[src/rtl/sb_lsu_pkg.sv]
// Shared size codes, FSM state and error codes for the system-bus load/store unit.
package sb_lsu_pkg;

  localparam logic [2:0] LDST_B  = 3'd0;
  localparam logic [2:0] LDST_H  = 3'd1;
  localparam logic [2:0] LDST_W  = 3'd2;
  localparam logic [2:0] LDST_BU = 3'd4;
  localparam logic [2:0] LDST_HU = 3'd5;

  localparam logic [1:0] ERR_NONE     = 2'd0;
  localparam logic [1:0] ERR_MISALIGN = 2'd1;
  localparam logic [1:0] ERR_TIMEOUT  = 2'd2;
  localparam logic [1:0] ERR_ILLSIZE  = 2'd3;

  typedef enum logic [1:0] {
    IDLE = 2'd0,
    BUS  = 2'd1,
    DONE = 2'd2
  } state_t;

endpackage

[src/rtl/sb_lsu_if.sv]
// System-bus side of the load/store unit, plus a debug view of the LSU state.
// Handshake: mem_req_o holds with stable we/be/addr/wd until a cycle where mem_ready_i=1 completes it.
interface sb_lsu_if;
  import sb_lsu_pkg::*;

  logic        mem_req_o;
  logic        mem_we_o;
  logic [3:0]  mem_be_o;
  logic [31:0] mem_addr_o;
  logic [31:0] mem_wd_o;
  logic [31:0] mem_rd_i;
  logic        mem_ready_i;
  state_t      dbg_state;

  modport master (
    output mem_req_o, mem_we_o, mem_be_o, mem_addr_o, mem_wd_o, dbg_state,
    input  mem_rd_i, mem_ready_i
  );

  modport slave (
    input  mem_req_o, mem_we_o, mem_be_o, mem_addr_o, mem_wd_o, dbg_state,
    output mem_rd_i, mem_ready_i
  );

endinterface

[src/rtl/sb_lsu_align.sv]
// Lane logic: byte enables, store-data replication, load extraction and access legality.
module sb_lsu_align
  import sb_lsu_pkg::*;
(
  input  logic [2:0]  size_i,
  input  logic [1:0]  addr_i,
  input  logic [31:0] wd_i,
  input  logic [31:0] rd_i,
  output logic [3:0]  be_o,
  output logic [31:0] wd_o,
  output logic [31:0] rd_o,
  output logic        misalign_o,
  output logic        illegal_o
);

  logic [7:0]  rd_byte;
  logic [15:0] rd_half;

  assign rd_byte = rd_i[{addr_i, 3'b000} +: 8];
  assign rd_half = addr_i[1] ? rd_i[31:16] : rd_i[15:0];

  always_comb begin
    be_o       = 4'b0000;
    wd_o       = 32'h0;
    rd_o       = 32'h0;
    misalign_o = 1'b0;
    illegal_o  = 1'b0;
    case (size_i)
      LDST_B, LDST_BU: begin
        be_o = 4'b0001 << addr_i;
        wd_o = {4{wd_i[7:0]}};
        rd_o = {{24{rd_byte[7] & (size_i == LDST_B)}}, rd_byte};
      end
      LDST_H, LDST_HU: begin
        be_o       = addr_i[1] ? 4'b1100 : 4'b0011;
        wd_o       = {2{wd_i[15:0]}};
        rd_o       = {{16{rd_half[15] & (size_i == LDST_H)}}, rd_half};
        misalign_o = addr_i[0];
      end
      LDST_W: begin
        be_o       = 4'b1111;
        wd_o       = wd_i;
        rd_o       = rd_i;
        misalign_o = (addr_i != 2'b00);
      end
      default: illegal_o = 1'b1;
    endcase
  end

endmodule

[src/rtl/sb_lsu.sv]
// Load/store unit: latches one core request, runs one bus transaction, returns data or an error.
module sb_lsu
  import sb_lsu_pkg::*;
#(
  parameter int TIMEOUT = 16
) (
  input  logic        clk_i,
  input  logic        rst_i,
  input  logic        core_req_i,
  input  logic        core_we_i,
  input  logic [2:0]  core_size_i,
  input  logic [31:0] core_addr_i,
  input  logic [31:0] core_wd_i,
  output logic [31:0] core_rd_o,
  output logic        core_stall_o,
  output logic        err_o,
  output logic [1:0]  err_code_o,
  sb_lsu_if.master    bus
);

  localparam logic [7:0] CNT_LAST = 8'(TIMEOUT - 1);

  state_t      state_q, state_d;
  logic        we_q, we_d;
  logic [2:0]  size_q, size_d;
  logic [31:0] addr_q, addr_d;
  logic [31:0] wd_q, wd_d;
  logic [7:0]  cnt_q, cnt_d;
  logic [31:0] rd_q, rd_d;
  logic        err_q, err_d;
  logic [1:0]  err_code_q, err_code_d;

  logic [2:0]  sel_size;
  logic [1:0]  sel_addr;
  logic [31:0] sel_wd;
  logic [3:0]  lane_be;
  logic [31:0] lane_wd;
  logic [31:0] lane_rd;
  logic        misalign;
  logic        illegal;
  logic        in_bus;

  // In IDLE the legality check must see the live request; afterwards only latched values matter.
  assign sel_size = (state_q == IDLE) ? core_size_i      : size_q;
  assign sel_addr = (state_q == IDLE) ? core_addr_i[1:0] : addr_q[1:0];
  assign sel_wd   = (state_q == IDLE) ? core_wd_i        : wd_q;

  sb_lsu_align u_align (
    .size_i     (sel_size),
    .addr_i     (sel_addr),
    .wd_i       (sel_wd),
    .rd_i       (bus.mem_rd_i),
    .be_o       (lane_be),
    .wd_o       (lane_wd),
    .rd_o       (lane_rd),
    .misalign_o (misalign),
    .illegal_o  (illegal)
  );

  always_ff @(posedge clk_i or posedge rst_i) begin
    if (rst_i) begin
      state_q    <= IDLE;
      we_q       <= 1'b0;
      size_q     <= 3'd0;
      addr_q     <= 32'h0;
      wd_q       <= 32'h0;
      cnt_q      <= 8'd0;
      rd_q       <= 32'h0;
      err_q      <= 1'b0;
      err_code_q <= ERR_NONE;
    end else begin
      state_q    <= state_d;
      we_q       <= we_d;
      size_q     <= size_d;
      addr_q     <= addr_d;
      wd_q       <= wd_d;
      cnt_q      <= cnt_d;
      rd_q       <= rd_d;
      err_q      <= err_d;
      err_code_q <= err_code_d;
    end
  end

  always_comb begin
    state_d    = state_q;
    we_d       = we_q;
    size_d     = size_q;
    addr_d     = addr_q;
    wd_d       = wd_q;
    cnt_d      = cnt_q;
    rd_d       = rd_q;
    err_d      = err_q;
    err_code_d = err_code_q;
    case (state_q)
      IDLE: begin
        if (core_req_i) begin
          we_d   = core_we_i;
          size_d = core_size_i;
          addr_d = core_addr_i;
          wd_d   = core_wd_i;
          cnt_d  = 8'd0;
          if (illegal) begin
            state_d    = DONE;
            err_d      = 1'b1;
            err_code_d = ERR_ILLSIZE;
          end else if (misalign) begin
            state_d    = DONE;
            err_d      = 1'b1;
            err_code_d = ERR_MISALIGN;
          end else begin
            state_d = BUS;
          end
        end
      end
      BUS: begin
        cnt_d = cnt_q + 8'd1;
        if (bus.mem_ready_i) begin
          if (!we_q) rd_d = lane_rd;
          state_d    = DONE;
          err_d      = 1'b0;
          err_code_d = ERR_NONE;
        end else if (cnt_q == CNT_LAST) begin
          rd_d       = 32'h0;
          state_d    = DONE;
          err_d      = 1'b1;
          err_code_d = ERR_TIMEOUT;
        end
      end
      DONE: begin
        state_d    = IDLE;
        cnt_d      = 8'd0;
        err_d      = 1'b0;
        err_code_d = ERR_NONE;
      end
      default: state_d = IDLE;
    endcase
  end

  assign in_bus         = (state_q == BUS);
  assign bus.mem_req_o  = in_bus;
  assign bus.mem_we_o   = in_bus & we_q;
  assign bus.mem_be_o   = in_bus ? lane_be : 4'b0000;
  assign bus.mem_addr_o = in_bus ? {addr_q[31:2], 2'b00} : 32'h0;
  assign bus.mem_wd_o   = in_bus ? lane_wd : 32'h0;
  assign bus.dbg_state  = state_q;

  assign core_rd_o    = rd_q;
  assign err_o        = err_q;
  assign err_code_o   = err_code_q;
  assign core_stall_o = core_req_i & (state_q != DONE);

endmodule
[src/flat_wrapper.sv]
// flat-port wrapper written by rule: the top's interface ports become plain ports
module sb_lsu_flat import sb_lsu_pkg::*;
#(
  parameter int TIMEOUT = 16
)
  (clk_i, rst_i, core_req_i, core_we_i, core_size_i, core_addr_i, core_wd_i, core_rd_o, core_stall_o, err_o, err_code_o, bus_mem_req_o, bus_mem_we_o, bus_mem_be_o, bus_mem_addr_o, bus_mem_wd_o, bus_dbg_state, bus_mem_rd_i, bus_mem_ready_i);
  sb_lsu_if bus_i ();
  input  logic clk_i;
  input  logic rst_i;
  input  logic core_req_i;
  input  logic core_we_i;
  input  logic [2:0] core_size_i;
  input  logic [31:0] core_addr_i;
  input  logic [31:0] core_wd_i;
  output logic [31:0] core_rd_o;
  output logic core_stall_o;
  output logic err_o;
  output logic [1:0] err_code_o;
  output wire logic [$bits(bus_i.mem_req_o)-1:0] bus_mem_req_o;
  output wire logic [$bits(bus_i.mem_we_o)-1:0] bus_mem_we_o;
  output wire logic [$bits(bus_i.mem_be_o)-1:0] bus_mem_be_o;
  output wire logic [$bits(bus_i.mem_addr_o)-1:0] bus_mem_addr_o;
  output wire logic [$bits(bus_i.mem_wd_o)-1:0] bus_mem_wd_o;
  output wire logic [$bits(bus_i.dbg_state)-1:0] bus_dbg_state;
  input wire logic [$bits(bus_i.mem_rd_i)-1:0] bus_mem_rd_i;
  input wire logic [$bits(bus_i.mem_ready_i)-1:0] bus_mem_ready_i;
  assign bus_mem_req_o = bus_i.mem_req_o;
  assign bus_mem_we_o = bus_i.mem_we_o;
  assign bus_mem_be_o = bus_i.mem_be_o;
  assign bus_mem_addr_o = bus_i.mem_addr_o;
  assign bus_mem_wd_o = bus_i.mem_wd_o;
  assign bus_dbg_state = bus_i.dbg_state;
  assign bus_i.mem_rd_i = bus_mem_rd_i;
  assign bus_i.mem_ready_i = bus_mem_ready_i;
  sb_lsu #(.TIMEOUT(TIMEOUT)) u_core (.clk_i(clk_i), .rst_i(rst_i), .core_req_i(core_req_i), .core_we_i(core_we_i), .core_size_i(core_size_i), .core_addr_i(core_addr_i), .core_wd_i(core_wd_i), .core_rd_o(core_rd_o), .core_stall_o(core_stall_o), .err_o(err_o), .err_code_o(err_code_o), .bus(bus_i));
endmodule
[config.mk]
export PLATFORM = sky130hd
export DESIGN_NAME = sb_lsu_flat
export DESIGN_NICKNAME = d
export VERILOG_FILES = /design/src/rtl/sb_lsu_pkg.sv /design/src/rtl/sb_lsu_if.sv /design/src/rtl/sb_lsu_align.sv /design/src/rtl/sb_lsu.sv /design/src/flat_wrapper.sv
export SDC_FILE = /design/constraint.sdc
export NUM_CORES = 1
export LEC_CHECK = 0
export BUFFER_PORTS_ARGS = -buffer_cell sky130_fd_sc_hd__buf_2
export CAP_MARGIN = 20
export CORE_MARGIN = 2
export CORE_UTILIZATION = 46
export DETAILED_ROUTE_END_ITERATION = 10
export HOLD_SLACK_MARGIN = 0.1
export PLACE_DENSITY = 0.78
export SYNTH_ARGS = -nofsm -noshare
export SYNTH_HDL_FRONTEND = slang
export SYNTH_SLANG_ARGS = --single-unit
[constraint.sdc]
create_clock -name clk_i -period 3.5 [get_ports clk_i]
set_input_delay 0.35 -clock clk_i [delete_from_list [all_inputs] [get_ports clk_i]]
set_output_delay 0.35 -clock clk_i [all_outputs]
set_load 0.03 [all_outputs]
==> qor.csv, run 1 <==
metric,value,unit
outcome,finished clean,
fin_nets,906,
viasPerCell,5.66,
track_usage,0.245,
yosysSeqAreaShare,0.448,
min_path_cells,2,
clock_skew,0.0140,ns
yosys_warnings,0,
synth_area,6310,µm²
r2r-end,u_core.core_rd_o[15],
hold_viol,0,
clock_tree.buffer_depth,2,
fin_tns_setup,0,ns
firstDrtPassIters,5,
die_x,121,µm
critPathKind,reg -> out,
met2_usage,0.397,
p_per_area,888,nW/µm²
hpwl,13000,µm
hold_path.class,in -> reg,
cts_root_buffer,clkbuf_16,
cap_violations,0,
final_antenna_net_count,0,
worstMarginPinSlew,0.878,ns
worstPathRequired,3.15,ns
drcViolationCount,0,
grt_max_degree,61,
leakage,4.09,nW
crit_start,u_core.bus.dbg_state[1],
synth_cell_types,55,
layout_min_cycle_time,3.23,ns
worstPathMaxFanout,37,
grt_pass1_wl,28000,µm
crit_end,bus_mem_wd_o[27],
drive_gt1_frac,0.452,
final.fill_count,1137,
post-route-util,0.606,
start_util,0.473,
finalSetupViolCount,0,
r2r_setup_slack,0.64,ns
met1_usage,0.311,
vias,5588,
final_area,8090,µm²
async_flop_share,1.00,
fmax,0.310,GHz
clkTransAtPathRegs,0.06,ns
worst_setup_path_end_kind,output port,
use_met3,0.0775,
gp_congestion,0.881,
drtIter0Drc,447,
seq_area,2830,µm²
synth-seq-cells,113,
die_h,121,µm
num_rows,42,
r2r_cells,7,
htreeDepth,4,
grt_pass1_vias,5445,
routedWlPerCell,18.1,µm
multiInputGateArea,3250,µm²
rsz0062_at_grt,false,
cts_buffers,17,
place_area,7470,µm²
cts_tree,yes,
timing.final.crit_share,0.923,
maxSlewHeadroom,0.412,
clock_latency,0.42,ns
avgSynthCellArea,10.6,µm²
arrival,2.88,ns
antenna_found_initial,1,
critPathLaunchType,flip-flop,
slew_viol_final,0,
io_pins,212,
top_usage_layer,met2,
grt_overflow,0,
vdd.ir_drop.worst,425,µV
syn_to_final_growth,28.1,%
synth_edf_count,0,
io_buffers,209,
syn-instance-count,595,
wl,17900,µm
cts_sinks,113,
r2r-start,u_core.bus.dbg_state[0],
dieArea,14700,µm²
coreArea,13300,µm²
synthFlopType,dfrtp_1,
worst max-delay path, cell delays in order, from the launching register on:
cell and delay (ns):
dfrtp_1 0.41, inv_1 0.15, ha_4 0.32, buf_4 0.53
mux2_2 0.42, o211ai_1 0.28, a21oi_1 0.12, buf_2 0.23
registers in the layout, summed over array words and instances (netlist names):
register	cells
u_core.addr_q	32
u_core.bus.dbg_state	2
u_core.cnt_q	8
u_core.core_rd_o	32
u_core.err_code_o	2
u_core.err_o	1
u_core.size_q	3
u_core.wd_q	32
u_core.we_q	1
layout make-up:
class                   instances  area share
clock inverters                13      0.0155
well taps                     176      0.0272
flip-flops and latches        113       0.350
repair buffers                223       0.144
inverters                      11     0.00541
multi-input cells             431       0.402
diodes                          1    0.000309
clock buffers                  19      0.0560
power breakdown:
part	switching [mW]	internal (mW)	leakage [nW]	total, mW
clock network	0.647	1.02	0.270	1.67
logic	1.99	1.36	2.41	3.35
registers	0.313	1.85	1.40	2.16
metal layers:
layer,part of all wire,vias to the layer above
met5,0,-
met3,0.095,30
met1,0.41,2693
met2,0.48,292
li1,-,2573
met4,0.019,0
cells in the final DEF, fill, tap and decap left out, types with 3 or more instances in the layout:
master,instances
a32oi_1,3
a21oi_1,24
nand2_1,67
o22ai_1,21
nor2_1,24
inv_6,6
clkinvlp_4,5
a21o_1,18
buf_4,12
and2_1,32
mux2i_1,25
a211o_1,8
a22o_2,8
o21ai_0,14
inv_1,10
o211ai_1,9
ha_1,4
buf_2,209
dfrtp_1,113
clkbuf_16,17
nand3_1,12
nand2b_1,7
a22oi_1,8
a31oi_1,16
or3_1,7
mux2_2,85
stage by stage:
| step | hold slack [ns] | power (mW) | setup WS, ns | std cells |
|---|---|---|---|---|
| 2_1_floorplan | 0.471 | 4.63 | 0.163 | 596 |
| 3_3_place_gp | 0.456 | 5.40 | 0.483 | 951 |
| 3_5_place_dp | 0.463 | 5.47 | 0.509 | 951 |
| 4_1_cts | 0.143 | 7.18 | 0.00700 | 984 |
| 5_1_grt | 0.149 | 7.60 | 0.131 | 987 |
| 6_report | 0.156 | 7.18 | 0.270 | 987 |
synthesized netlist by cell type, drive strengths merged, types with 2 or more instances:
cell,n,area [µm²]
a211o,8,70.1
a21o,18,135
a21oi,24,120
a22o,9,88.8
a22oi,8,60.1
a31oi,16,100
a32oi,3,26.3
and2,32,200
buf,23,156
clkbuf,18,67.6
dfrtp,113,2830
ha,5,62.6
inv,11,41.3
mux2,86,968
mux2i,26,260
nand2,68,255
nand2b,8,57.6
nand3,12,60.1
nor2,25,101
nor2b,2,12.5
nor3,3,20.0
o211ai,11,110
o21ai,14,70.1
o22a,3,27.5
o22ai,21,131
o31ai,2,15.0
or3,8,55.1
worst min-delay path by stage:
stage / start / to / slack [ns]
finish: core_addr_i[10] / u_core.addr_q[10] / 0.16
global route: core_addr_i[27] / u_core.addr_q[27] / 0.15
CTS: core_addr_i[10] / u_core.addr_q[10] / 0.14
detailed placement: u_core.core_rd_o[30] / u_core.core_rd_o[30] / 0.46
global placement: u_core.core_rd_o[22] / u_core.core_rd_o[22] / 0.46
floorplan: u_core.addr_q[10] / u_core.addr_q[10] / 0.47
kinds of logic after synthesis:
kind of cell,count (synthesis),share of synthesized area
AOI/OAI and AO/OA,147,0.173
DFF,113,0.448
other,1,0.000594
adders and majority gates,5,0.00991
muxes,112,0.195
and+or+nand+nor,165,0.132
buffers and inverters,52,0.0420
timing repair:
action                                  in CTS  in global routing
resized for setup                            0                  1
endpoints found under the setup margin       0                 22
hold buffers                                 1                  0
endpoints found under the hold margin       40                  0
setup buffers                                0                  2
Power figures use the tool's default switching activity.
==> run 2, diff against run 1 <==
Settings changed: CTS_CLUSTER_SIZE from default to 24, RECOVER_POWER from default to 100.
==> run 2 against run 1 <==
  * The flow now finishes with violations (capacitance limit, slew limit)
  * Cell count stayed put
  * Die area stayed put
  * Critical path depth stayed put
  * Combinational power is 2% lower
  * Clock power hardly changed
  * Total power is 0.87% lower
  * Clock-buffer cell count stayed put
  * Clock skew is 0.0022 ns lower
  * Utilization is 0.88 points lower
  * Critical path type unchanged
  * Highest routed layer unchanged
==> qor.csv, run 2 (synthesized netlist as in run 1, its figures left out) <==
metric,value,unit,change
htreeDepth,4,,unchanged
cts_sinks,113,,unchanged
start_util,0.473,,unchanged
hold_path.class,in -> reg,,
crit_end,bus_mem_wd_o[27],,
critPathKind,reg -> out,,
final_area,7970,µm²,-1.5%
grt_max_degree,61,,unchanged
grt_overflow,0,,unchanged
drtIter0Drc,418,,-6.5%
place_area,7470,µm²,unchanged
antenna_found_initial,1,,unchanged
wl,17900,µm,-0.15%
gp_congestion,0.881,,unchanged
cp_cell_sequence,inv_1 > ha_4 > buf_4 > mux2_2 > o211ai_1 > a21oi_1 > clkbuf_2,,
r2r_setup_slack,0.28,ns,-0.36 ns
grt_pass1_vias,5445,,unchanged
fin_nets,906,,unchanged
timing.final.crit_share,0.933,,+0.00969
worstMarginPinSlew,2.30,ns,+1.42 ns
clock_skew,0.0118,ns,-0.00218 ns
hpwl,13000,µm,unchanged
vias,5576,,-0.21%
crit_family,buffers and inverters,,
syn_to_final_growth,26.2,%,
worstPathRequired,3.15,ns,about the same
violations,"capacitance limit, slew limit",,
final_cell_mix,"buf_2 (113), dfrtp_1 (113), mux2_2 (85)",,
layout_min_cycle_time,3.26,ns,+0.0339 ns
drive_gt1_frac,0.357,,-0.0951
io_buffers,209,,unchanged
worstPathMaxFanout,37,,unchanged
crit_start,u_core.bus.dbg_state[1],,
viasPerCell,5.65,,-0.21%
firstDrtPassIters,5,,unchanged
clock_latency,0.42,ns,about the same
hold_viol,0,,unchanged
dieArea,14700,µm²,unchanged
cap_violations,1,,+1
die_h,121,µm,unchanged
grt_pass1_wl,28000,µm,unchanged
cts_tree,yes,,
r2r_cells,7,,unchanged
r2r-end,u_core.core_rd_o[15],,
cts_buffers,17,,unchanged
cp_slowest_stage_delay,0.52,ns,about the same
coreArea,13300,µm²,unchanged
cts_root_buffer,clkbuf_16,,
cp.depth,7,,unchanged
routedWlPerCell,18.1,µm,-0.15%
drcViolationCount,0,,unchanged
worst_setup_path_end_kind,output port,,
r2r-start,u_core.bus.dbg_state[0],,
finalSetupViolCount,0,,unchanged
fmax,0.306,GHz,-1.0%
io_pins,212,,unchanged
crit_buf_inv,3,,unchanged
fin_tns_setup,0,ns,unchanged
die_x,121,µm,unchanged
rsz0062_at_grt,false,,
final_antenna_net_count,0,,unchanged
maxSlewHeadroom,-0.536,,-0.948
cpMaxStageDelayCell,buf_4,,
arrival,2.91,ns,+0.03 ns
num_rows,42,,unchanged
track_usage,0.245,,unchanged
p_per_area,893,nW/µm²,+0.59%
leakage,3.75,nW,-8.2%
critPathLaunchType,flip-flop,,
slew_viol_final,60,,+60
vdd.ir_drop.worst,426,µV,+0.39%
clkTransAtPathRegs,0.06,ns,about the same
clock_tree.buffer_depth,2,,unchanged
outcome,"finished, violations left",,
-- run 2: cell count changes in the layout (fill, tap and decap cells not counted), moves of 4 or more --
cell / previous run / this run
clkbuf_1: 0 / 75
clkbuf_2: 0 / 25
and2_1: 32 / 25
and2_0: 0 / 7
buf_4: 12 / 8
buf_2: 209 / 113
-- run 2: worst register-to-register path, stage by stage (launching register included) --
cell and delay, ns:
dfrtp_1 0.42, inv_1 0.11, ha_4 0.26, nand2b_4 0.18
o211ai_2 1.06, or3_1 0.65, nor2_4 0.12, a211o_1 0.29
-- run 2: cell type report --
cell class / instances / area, µm²
diodes: 1 / 2.50
clock buffers: 19 / 453
clock inverters: 13 / 125
fillers: 1197 / 5380
inverters: 11 / 41.3
multi-input cells: 431 / 3240
flip-flops and latches: 113 / 2830
well taps: 176 / 220
repair buffers: 223 / 1060
-- run 2: worst min path at each step --
stage	startpoint	endpoint	slack [ns]	cells after the start
5_1_grt	core_addr_i[27]	u_core.addr_q[27]	0.15	2
4_1_cts	core_addr_i[10]	u_core.addr_q[10]	0.14	2
2_1_floorplan	u_core.addr_q[10]	u_core.addr_q[10]	0.47	1
3_5_place_dp	u_core.core_rd_o[30]	u_core.core_rd_o[30]	0.46	1
3_3_place_gp	u_core.core_rd_o[22]	u_core.core_rd_o[22]	0.46	1
6_report	core_addr_i[10]	u_core.addr_q[10]	0.16	2
-- run 2: power by group --
| part | switching [mW] | internal (mW) | total, mW |
|---|---|---|---|
| sequential | 0.316 | 1.85 | 2.16 |
| combinational | 1.99 | 1.29 | 3.28 |
| clock | 0.650 | 1.02 | 1.67 |
-- run 2: repair_timing --
action,4_1_cts,5_1_grt
gates resized for setup,0,1
setup endpoints to repair,0,22
hold endpoints to repair,40,0
buffers inserted,0,2
hold buffers,1,0
-- run 2: per-layer routing --
layer | track usage | routed length, µm
met5 | 0 | 0
met4 | 0.0841 | 341
met3 | 0.0775 | 1710
met2 | 0.397 | 8500
met1 | 0.311 | 7340
-- run 2: per-stage QoR --
stage	util	setup WS, ns	hold WS, ns	instances	power, mW
floorplan	-	0.163	0.471	596	4.63
global placement	0.560	0.483	0.456	951	5.40
detailed placement	0.560	0.509	0.463	951	5.47
CTS	0.604	0.00700	0.143	984	7.18
global route	0.597	0.0691	0.149	987	7.54
finish	0.597	0.236	0.160	987	7.12
==> run 3, diff against run 2 <==
Clock period 3.5 ns to 2.8 ns, I/O delays scaled along.
==> run 3 against run 2 <==
  * The flow still finishes with violations (capacitance limit, slew limit)
  * Clock-buffer cell count is 1 higher
  * Sequential share of layout area is 3.9 points lower
  * Critical path depth is 2 higher
  * Total power is 39% higher
  * Largest cell class unchanged
  * Via count is 5.6% higher
  * Die area stayed put
  * Flip-flop and latch count stayed put
  * Wire length is 13% higher
  * Utilization is 7.4 points higher
  * Critical endpoint is now bus_mem_wd_o[20]
==> qor.csv, run 3 (synthesized netlist as in run 1, its figures left out) <==
metric,value,unit,change
outcome,"finished, violations left",,
violations,"capacitance limit, slew limit",,
antenna_found_initial,2,,+1
final_cell_mix,"buf_2 (150), dfrtp_1 (113), mux2_2 (82)",,
die_h,121,µm,unchanged
drive_gt1_frac,0.446,,+0.0888
io_pins,212,,unchanged
fin_tns_setup,0,ns,unchanged
viasPerCell,5.60,,-0.80%
grt_overflow,0,,unchanged
worstPathRequired,2.52,ns,-0.63 ns
cap_violations,1,,unchanged
firstDrtPassIters,6,,+1
crit_start,u_core.bus.dbg_state[0],,
cts_buffers,17,,unchanged
design_power_total,9.88,mW,+39%
grt_pass1_wl,30100,µm,+7.5%
finalSetupViolCount,0,,unchanged
worstMarginPinSlew,1.70,ns,-0.604 ns
wl,20200,µm,+13%
arrival,2.46,ns,-0.45 ns
whs,0.111,ns,-0.0491 ns
critPathLaunchType,flip-flop,,
vdd.ir_drop.worst,597,µV,+40%
clock_tree.buffer_depth,2,,unchanged
grt_pass1_vias,5968,,+9.6%
io_buffers,209,,unchanged
post-route-util,0.671,,+0.0741
hpwl,13000,µm,about the same
final.fill_count,1042,,-13%
clock_latency,0.42,ns,about the same
drcViolationCount,0,,unchanged
drtIter0Drc,464,,+11%
die_x,121,µm,unchanged
worst_setup_path_end_kind,output port,,
coreArea,13300,µm²,unchanged
maxSlewHeadroom,-0.132,,+0.404
dieArea,14700,µm²,unchanged
vias,5890,,+5.6%
r2r-start,u_core.bus.dbg_state[0],,
place_area,7650,µm²,+2.4%
worstPathMaxFanout,7,,-81%
final_antenna_net_count,0,,unchanged
num_rows,42,,unchanged
clock_skew,0.00543,ns,-0.00641 ns
layout_commonest_cell,buf_2,,
final_area,8960,µm²,+12%
routedWlPerCell,19.2,µm,+6.0%
cts_tree,yes,,
cts_root_buffer,clkbuf_16,,
grt_max_degree,75,,+23%
slew_viol_final,31,,-48%
min_from,core_wd_i[30],,
gp_congestion,0.833,,-5.5%
fin_nets,969,,+7.0%
leakage,4.29,nW,+14%
hold_path.class,in -> reg,,
multiInputGateArea,3420,µm²,+5.7%
start_util,0.473,,unchanged
rsz0062_at_grt,true,,
fmax,0.365,GHz,
clkTransAtPathRegs,0.06,ns,about the same
cts_sinks,113,,unchanged
hold_viol,0,,unchanged
seq_area,2830,µm²,unchanged
syn_to_final_growth,41.9,%,
timing.final.crit_share,0.980,,
htreeDepth,4,,unchanged
p_per_area,1100,nW/µm²,+23%
layout_min_cycle_time,2.74,ns,
critPathKind,reg -> out,,
track_usage,0.265,,+0.0201
run 3: final timing paths:
kind,endpoint,slack [ns],cells after the start
max,bus_mem_wd_o[20],0.06,9
min,u_core.wd_q[30],0.11,2
max reg2reg,u_core.err_o,0.25,8
min reg2reg,u_core.core_rd_o[18],0.47,1
max in group asynchronous,u_core.wd_q[7],0.50,4
min in group asynchronous,u_core.core_rd_o[10],0.40,3
run 3: worst max-delay path, cell delays in order (launching register included):
cell,delay (ns)
dfrtp_1,0.42
inv_2,0.10
ha_4,0.21
mux2_4,0.36
nor3_4,0.23
buf_12,0.15
buf_12,0.12
nand2_4,0.09
o22ai_2,0.17
buf_4,0.19
run 3: final cells by class:
cell class,instances,share of cell area
well taps,176,0.0246
clock buffers,20,0.0510
multi-input cells,431,0.382
flip-flops and latches,113,0.316
inverters,11,0.00475
diodes,2,0.000559
clock inverters,12,0.0124
repair buffers,286,0.209
run 3: power breakdown:
| group | internal [mW] | leakage [nW] | switching, mW |
|---|---|---|---|
| sequential | 2.31 | 1.40 | 0.431 |
| clock | 1.27 | 0.272 | 0.801 |
| combinational | 2.24 | 2.61 | 2.84 |
| total | 5.81 | 4.29 | 4.07 |
run 3: per-stage QoR:
step | setup slack [ns] | std cells
after floorplan | -0.0890 | 596
after global placement | 0.177 | 963
after detailed placement | 0.148 | 963
after CTS | 0.00672 | 1035
after global routing | -0.0618 | 1051
final | 0.0574 | 1051
run 3: timing repair:
| action | 4_1_cts | 5_1_grt |
|---|---|---|
| hold endpoints to repair | 42 | 1 |
| hold buffers | 34 | 1 |
| setup endpoints to repair | 35 | 33 |
| cloned | 0 | 5 |
| gates resized for setup | 17 | 54 |
| setup buffers | 6 | 8 |
| pin swaps | 4 | 5 |
run 3: metal layers:
layer / global-route usage / up-vias / wire length, µm
met3: 0.0742 / 62 / 1650
met2: 0.439 / 317 / 9730
li1: - / 2687 / -
met4: 0.131 / 0 / 803
met1: 0.318 / 2824 / 7990
met5: 0 / - / 0
